--- src/rtl/multdiv_pkg.sv ---
// Shared types and constants for the multdiv unit.
// Divider state encoding and iteration-counter sizing live here.
package multdiv_pkg;

    localparam int DIV_WIDTH = 32;
    localparam int CNT_W     = $clog2(DIV_WIDTH) + 1;

    typedef enum logic [1:0] {
        IDLE = 2'd0,
        RUN  = 2'd1,
        DONE = 2'd2
    } div_state_e;

endpackage

--- src/rtl/div_step.sv ---
// One restoring-division iteration: shift {R,Q} left, trial-subtract |B|.
// Purely combinational; the top reuses this single instance every RUN cycle.
module div_step #(
    parameter int WIDTH = 32
) (
    input  logic [WIDTH-1:0] rem_in,
    input  logic [WIDTH-1:0] quo_in,
    input  logic [WIDTH-1:0] dvs_in,
    output logic [WIDTH-1:0] rem_out,
    output logic [WIDTH-1:0] quo_out
);

    logic [WIDTH:0] rem_sh;
    logic [WIDTH:0] trial;

    always_comb begin
        // Extra top bit keeps the shifted remainder exact when |B| is 2^(WIDTH-1).
        rem_sh  = {rem_in, quo_in[WIDTH-1]};
        trial   = rem_sh - {1'b0, dvs_in};
        rem_out = rem_sh[WIDTH-1:0];
        quo_out = {quo_in[WIDTH-2:0], 1'b0};
        if (!trial[WIDTH]) begin
            rem_out    = trial[WIDTH-1:0];
            quo_out[0] = 1'b1;
        end
    end

endmodule

--- src/rtl/div_seq.sv ---
// Iterative signed divider: start pulse, 32 restoring steps, one-cycle RDY pulse 33 cycles later.
// A new start during RUN/DONE aborts the current operation; outputs hold between RDY pulses.
module div_seq
    import multdiv_pkg::*;
#(
    parameter int WIDTH = DIV_WIDTH
) (
    input  logic             clock,
    input  logic             reset,
    input  logic [WIDTH-1:0] data_operandA,
    input  logic [WIDTH-1:0] data_operandB,
    input  logic             ctrl_DIV,
    output logic [WIDTH-1:0] data_result,
    output logic             data_exception,
    output logic             data_resultRDY
);

    div_state_e       state_q, state_d;
    logic [CNT_W-1:0] cnt_q, cnt_d;
    logic [WIDTH-1:0] rem_q, rem_d;
    logic [WIDTH-1:0] quo_q, quo_d;
    logic [WIDTH-1:0] dvs_q, dvs_d;
    logic             neg_q, neg_d;
    logic             div0_q, div0_d;
    logic [WIDTH-1:0] res_q, res_d;
    logic             exc_q, exc_d;

    logic [WIDTH-1:0] rem_nx, quo_nx;
    logic [WIDTH-1:0] abs_a, abs_b;

    div_step #(.WIDTH(WIDTH)) u_step (
        .rem_in  (rem_q),
        .quo_in  (quo_q),
        .dvs_in  (dvs_q),
        .rem_out (rem_nx),
        .quo_out (quo_nx)
    );

    always_comb begin
        state_d = state_q;
        cnt_d   = cnt_q;
        rem_d   = rem_q;
        quo_d   = quo_q;
        dvs_d   = dvs_q;
        neg_d   = neg_q;
        div0_d  = div0_q;
        res_d   = res_q;
        exc_d   = exc_q;
        abs_a   = data_operandA[WIDTH-1] ? (~data_operandA + 1'b1) : data_operandA;
        abs_b   = data_operandB[WIDTH-1] ? (~data_operandB + 1'b1) : data_operandB;

        if (ctrl_DIV) begin
            state_d = RUN;
            cnt_d   = '0;
            rem_d   = '0;
            quo_d   = abs_a;
            dvs_d   = abs_b;
            neg_d   = data_operandA[WIDTH-1] ^ data_operandB[WIDTH-1];
            div0_d  = (data_operandB == '0);
        end else begin
            case (state_q)
                RUN: begin
                    rem_d = rem_nx;
                    quo_d = quo_nx;
                    cnt_d = cnt_q + 1'b1;
                    // Result registers load on the final step so they are valid with RDY.
                    if (cnt_q == CNT_W'(WIDTH - 1)) begin
                        state_d = DONE;
                        exc_d   = div0_q;
                        if (div0_q)     res_d = '0;
                        else if (neg_q) res_d = ~quo_nx + 1'b1;
                        else            res_d = quo_nx;
                    end
                end
                DONE:    state_d = IDLE;
                default: state_d = IDLE;
            endcase
        end
    end

    always_ff @(posedge clock) begin
        if (reset) begin
            state_q <= IDLE;
            cnt_q   <= '0;
            rem_q   <= '0;
            quo_q   <= '0;
            dvs_q   <= '0;
            neg_q   <= 1'b0;
            div0_q  <= 1'b0;
            res_q   <= '0;
            exc_q   <= 1'b0;
        end else begin
            state_q <= state_d;
            cnt_q   <= cnt_d;
            rem_q   <= rem_d;
            quo_q   <= quo_d;
            dvs_q   <= dvs_d;
            neg_q   <= neg_d;
            div0_q  <= div0_d;
            res_q   <= res_d;
            exc_q   <= exc_d;
        end
    end

    assign data_result    = res_q;
    assign data_exception = exc_q;
    assign data_resultRDY = (state_q == DONE);

endmodule

--- config.mk ---
export PLATFORM = sky130hd
export DESIGN_NAME = div_seq
export DESIGN_NICKNAME = d
export VERILOG_FILES = /design/src/rtl/multdiv_pkg.sv /design/src/rtl/div_step.sv /design/src/rtl/div_seq.sv
export SDC_FILE = /design/constraint.sdc
export NUM_CORES = 1
export LEC_CHECK = 0
export ABC_CLOCK_PERIOD_IN_PS = 4550
export BUFFER_PORTS_ARGS = -buffer_cell sky130_fd_sc_hd__buf_4
export CAP_MARGIN = 15
export CORE_MARGIN = 5
export CORE_UTILIZATION = 37
export CTS_BUF_LIST = sky130_fd_sc_hd__clkbuf_16
export DETAILED_ROUTE_END_ITERATION = 12
export MAX_ROUTING_LAYER = met4
export SLEW_MARGIN = 40
export SYNTH_ARGS = -nofsm -noshare
export SYNTH_HDL_FRONTEND = slang
export SYNTH_SLANG_ARGS = --single-unit
--- constraint.sdc ---
create_clock -name clock -period 4.55 [get_ports clock]
set_input_delay 0.2275 -clock clock [delete_from_list [all_inputs] [get_ports clock]]
set_output_delay 0.2275 -clock clock [all_outputs]
set_load 0.03 [all_outputs]
==> impl_metrics.toml, run 1 <==
[run_status]
status = "finished clean"

[clock_tree]
path_clk_slew_ns = 0.06
cts_buffers = 17
postCtsHoldBufs = 0
clk_latency_ns = 0.43
clock_path_buffers = 2
root_buffer = "clkbuf_16"
htreeDepth = 4
cts_sinks = 139
cts_resized = 0
cts_setup_buffers = 0
cts_tree = "built"

[floorplanning]
std_cell_rows = 57
start_util_pct = 37.43
ios = 101
die_h_um = 166.6
die_area_um2 = 27760
coreArea_um2 = 24250
die_x_um = 166.6

[critical_path]
end_kind = "flop"
rr_startpoint = "dvs_q[5]"
r2r_setup_slack_ns = 0.40
path_max_fanout = 6
critPathKind = "flop to flop"
crit_path_start_kind = "flop"
critPathRequiredTime_ns = 4.83
r2r-end = "data_result[12]"
startpoint = "dvs_q[5]"
ff2ff_path_depth = 17
arrival_ns = 4.43

[timing]
worst_slew_pin_slew_ns = 0.7652
finClkSkew_ns = 0.01123
timing.final.crit_share_pct = 91.10
whs_ns = 0.07631
hold_viol = 0
setup_violations = 0
fmaxAchievable_ghz = 0.2412
rsz0062_at_grt = "no"
finalCriticalPeriod_ns = 4.145
maxSlewViolCount = 0
maxSlewHeadroom_pct = 48.67
finalSetupTns_ns = 0

[global_route]
grt_max_degree = 89
grt-ovfl-total = 0
grt_first_pass_wirelength_um = 42900
antenna_found_initial = 0
grt_pass1_vias = 8068
grtUsageTotal_pct = 19.12

[synthesis]
synth_nets = 1262
synth_top_area_share_pct = 30.66
async_flop_share_pct = 0
post-synth-top-count-cell = "dfxtp_1"
synth_top_cells_by_count = "dfxtp_1 (139), nand2_1 (108), nor2_1 (82)"
synth.area.top_cells = "dfxtp_1 (31%), xor2_1 (7.0%), a211oi_1 (5.2%), ha_1 (5.0%), nand2_1 (4.5%)"
synth_edf_count = 0
syn-instance-count = 1158
yosys_warnings = 0
ys.flop_type = "dfxtp_1"
synth_area_per_cell_um2 = 7.837
yosysTopAreaCell = "dfxtp_1"
synth.distinct_cells = 63
synth_seq_cells = 139
synth_area_um2 = 9075
yosysSeqAreaShare_pct = 30.66

[routing]
drc_errors = 0
routed_wl_um = 26200
routed_via_density = 5.661
wl_per_cell_um = 16.90
first_iter_violations = 575
first_pass_iters = 5
ant_nets = 0
vias = 8774

[job]
drv_cap = 0

[power]
p_clk_share_pct = 40.4
swShare_pct = 30.72
cell_internal_pwr_mw = 2.578
leakage_nw = 4.227
peakVddDrop_mv = 0.2225
p_seq_share_pct = 36.2
switchingPower_mw = 1.143
comb_power_share_pct = 23.3
powerDensity_nw_per_um2 = 346.7

[cells_and_area]
fillers = 2495
stdcell_area_um2 = 10740
utilization_pct = 44.27
drive_above_1_share_pct = 13.46
diodes = 0
syn_to_final_growth_pct = 18.30
final_nets = 1318

[min_path]
min_path_type = "primary input to flop"
whs_endpoint = "dvs_q[0]"
hold_depth = 3
worstHoldStart = "data_operandB[0]"

[placed_design]
dpl-instance-area_um2 = 10060
place.gp.congestion = 0.9179
hpwl_um = 18900
portBuffers = 100
-- layout make-up --
cell class / count / area (um^2) / area share (%)
inverter: 53 / 198.9 / 1.853
multi-input combinational: 889 / 5848 / 54.48
clock inverter: 14 / 202.7 / 1.888
timing repair buffer: 114 / 872.1 / 8.124
clock buffer: 17 / 425.4 / 3.963
tap: 324 / 405.4 / 3.776
sequential: 139 / 2783 / 25.92
-- stage by stage --
stage                     std cells  power (mW)  setup slack, ns
after floorplan                1158       1.966           0.4420
after global placement         1518       2.217           0.4438
after detailed placement       1518       2.222           0.3911
after CTS                      1549       3.733           0.3834
after global routing           1550       3.904         0.007245
final                          1550       3.722           0.4048
-- metal layers --
metal / global-route usage (%) / vias up / part of all wire, % / routed length [um]
li1: - / 4376 / - / -
met1: 29.19 / 4136 / 53 / 13780
met2: 26.24 / 234 / 41 / 10840
met3: 3.105 / 28 / 4.9 / 1280
met4: 4.269 / 0 / 1.2 / 303
met5: - / - / 0 / 0
-- registers in the layout (all words and copies together) (netlist names), 2 cells and up --
register and flops:
dvs_q 32, state_q 2, cnt_q 6, rem_q 32, data_result 32, quo_q 32
-- worst max-delay path, stage by stage, from the launching register on --
cell and delay, ns:
dfxtp_1 0.33, inv_1 0.04, ha_1 0.34, a21o_1 0.21, or3_1 0.33, o211ai_1 0.24
nand3_1 0.24, and3_1 0.30, or3_1 0.33, and2_1 0.18, inv_2 0.06, ha_1 0.15
nand2_1 0.08, or3_1 0.41, o41ai_1 0.44, xnor2_1 0.12, a22oi_1 0.16, nor2_1 0.06
-- layout by cell type (no fill, tap or decap), types with 36 or more instances in the layout --
cell type	Yosys	layout
inv_1	51	53
a211oi_1	63	63
nand2_1	108	108
buf_4	0	112
dfxtp_1	139	139
a21oi_1	56	56
nor2_1	82	81
o21ai_0	80	80
ha_1	36	36
xor2_1	73	73
-- power by group through the flow --
stage / registers, mW / clock network [mW] / logic (mW)
6_report: 1.35 / 1.50 / 0.869
3_3_place_gp: 1.37 / 0 / 0.847
5_1_grt: 1.36 / 1.59 / 0.963
2_1_floorplan: 1.34 / 0 / 0.626
4_1_cts: 1.34 / 1.53 / 0.857
3_5_place_dp: 1.37 / 0 / 0.852
-- worst max-delay path by stage --
stage,end,cells past startpoint
3_5_place_dp,data_result[30],18
2_1_floorplan,data_result[30],19
3_3_place_gp,data_result[30],18
5_1_grt,data_result[30],18
6_report,data_result[12],17
4_1_cts,data_result[30],18
-- cells by family after synthesis --
| group | count (synthesis) | synth area share (%) |
|---|---|---|
| xor gates and xnor gates | 101 | 9.748 |
| AOI/OAI and AO/OA | 361 | 26.64 |
| adders and majority gates | 37 | 5.184 |
| buffers and inverters | 130 | 5.405 |
| and+or+nand+nor | 370 | 20.12 |
| muxes | 20 | 2.247 |
| DFF | 139 | 30.66 |
Power figures use the tool's default switching activity.
==> run 2, diff against run 1 <==
--- a/config.mk
+++ b/config.mk
@@ -5,7 +5,7 @@
 export SDC_FILE = /design/constraint.sdc
 export NUM_CORES = 1
 export LEC_CHECK = 0
-export ABC_CLOCK_PERIOD_IN_PS = 4550
+export ABC_CLOCK_PERIOD_IN_PS = 5070
 export BUFFER_PORTS_ARGS = -buffer_cell sky130_fd_sc_hd__buf_4
 export CAP_MARGIN = 15
 export CORE_MARGIN = 5
==> constraint.sdc (replaced) <==
create_clock -name clock -period 5.07 [get_ports clock]
set_input_delay 0.2535 -clock clock [delete_from_list [all_inputs] [get_ports clock]]
set_output_delay 0.2535 -clock clock [all_outputs]
set_load 0.03 [all_outputs]
==> run 2 against run 1 <==
Utilization down 0.45 points; routed wire length up 0.50%; design area down 1.0%; first-iteration DRC count up 18%; highest routed layer unchanged; cell count down 0.32%.
==> impl_metrics.toml, run 2 (same netlist as run 1, synthesis figures left out) <==
[run_status]
status = "finished clean"

[floorplanning]
die_h_um = 166.6
std_cell_rows = 57
ios = 101
die_x_um = 166.6
start_util_pct = 37.43
die_area_um2 = 27760
coreArea_um2 = 24250

[critical_path]
critPathRequiredTime_ns = 5.34
crit_chain = "inv_1 > ha_1 > a21o_1 > or3_1 > o211ai_1 > nand3_1 > and3_1 > or3_1 > and2_1 > inv_2 > ha_1 > nand2_1 > nor3_1 > nand3_1 > o31ai_1 > o21ai_0 > xnor2_1 > o21ai_0"
slowest_delay_ns = 0.39
startpoint = "dvs_q[5]"
timing.critical_path.buf_inv = 2
path_max_fanout = 6
crit_path_start_kind = "flop"
cp_slowest_cell = "or3_1"
arrival_ns = 4.54
crit_family = "simple AND/OR/NAND/NOR gates"
end_kind = "flop"
rr_startpoint = "dvs_q[5]"
critPathKind = "flop to flop"

[timing]
hold_viol = 0
timing.final.crit_share_pct = 84.20
rsz0062_at_grt = "no"
finalSetupTns_ns = 0
whs_ns = 0.1187
fmaxAchievable_ghz = 0.2342
finalCriticalPeriod_ns = 4.269
maxSlewHeadroom_pct = 42.86
maxSlewViolCount = 0
setup_violations = 0
finClkSkew_ns = 0.007513
worst_slew_pin_slew_ns = 0.8571

[clock_tree]
cts_sinks = 139
path_clk_slew_ns = 0.06
cts_setup_buffers = 0
clk_latency_ns = 0.42
postCtsHoldBufs = 0
clock_path_buffers = 2
htreeDepth = 4
cts_tree = "built"
cts_resized = 0
root_buffer = "clkbuf_16"
cts_buffers = 17

[routing]
first_pass_iters = 5
routed_via_density = 5.649
vias = 8728
drc_errors = 0
first_iter_violations = 677
wl_per_cell_um = 17.04
ant_nets = 0
routed_wl_um = 26330

[cells_and_area]
drive_above_1_share_pct = 12.86
diodes = 0
stdcell_area_um2 = 10630
mostFrequentLayoutCell = "dfxtp_1"
final_cell_count_no_fill = 1545
final_nets = 1315
utilization_pct = 43.82
mostFrequentLayoutCells = "dfxtp_1 (139), buf_4 (110), nand2_1 (108)"
syn_to_final_growth_pct = 17.08

[global_route]
grt_max_degree = 85
grt_first_pass_wirelength_um = 42990
antenna_found_initial = 0
grt_pass1_vias = 8150
grtUsageTotal_pct = 19.17
grt-ovfl-total = 0

[placed_design]
hpwl_um = 18880
place.gp.congestion = 0.8708
portBuffers = 100
dp_cells = 1516
dpl-instance-area_um2 = 10040

[job]
drv_cap = 0

[min_path]
min_path_type = "primary input to flop"
worstHoldStart = "data_operandB[0]"

[power]
leakage_nw = 4.155
peakVddDrop_mv = 0.2156
powerDensity_nw_per_um2 = 305.2
-- run 2: layout make-up --
cell class | instances | area (um^2)
Clock buffer | 17 | 425.4
Clock inverter | 12 | 152.6
Fill cell | 2486 | 13620
Inverter | 53 | 198.9
Multi-Input combinational cell | 889 | 5823
Sequential cell | 139 | 2783
Tap cell | 324 | 405.4
Timing Repair Buffer | 111 | 837.1
-- run 2: report_power, final --
part / internal [mW] / switching [mW]
Clock: 0.763 / 0.500
Combinational: 0.299 / 0.474
Sequential: 1.15 / 0.0620
Total: 2.21 / 1.04
-- run 2: per-layer routing --
layer / up-vias / GRT usage [%] / wire [um]
li1: 4367 / - / -
met1: 4127 / 29.14 / 14100
met2: 216 / 26.45 / 10730
met3: 18 / 3.105 / 1214
met4: 0 / 4.340 / 297
met5: - / - / 0
-- run 2: final timing paths --
kind,slack (ns),cells after the start,end
hold / removal,0.12,3,dvs_q[0]
setup reg to reg,0.80,18,data_result[30]
hold reg to reg,0.46,2,data_result[28]
setup / recovery,0.80,18,data_result[30]
-- run 2: per-stage QoR --
step / power, mW / setup slack [ns]
final: 3.243 / 0.8010
after global routing: 3.407 / 0.4142
after CTS: 3.253 / 0.8485
after detailed placement: 1.991 / 0.8580
after global placement: 1.987 / 0.9289
after floorplan: 1.765 / 0.9620
-- run 2: worst min-delay path, stage by stage --
cell,delay [ns]
buf_4,0.11
mux2i_1,0.07
nor2_1,0.07
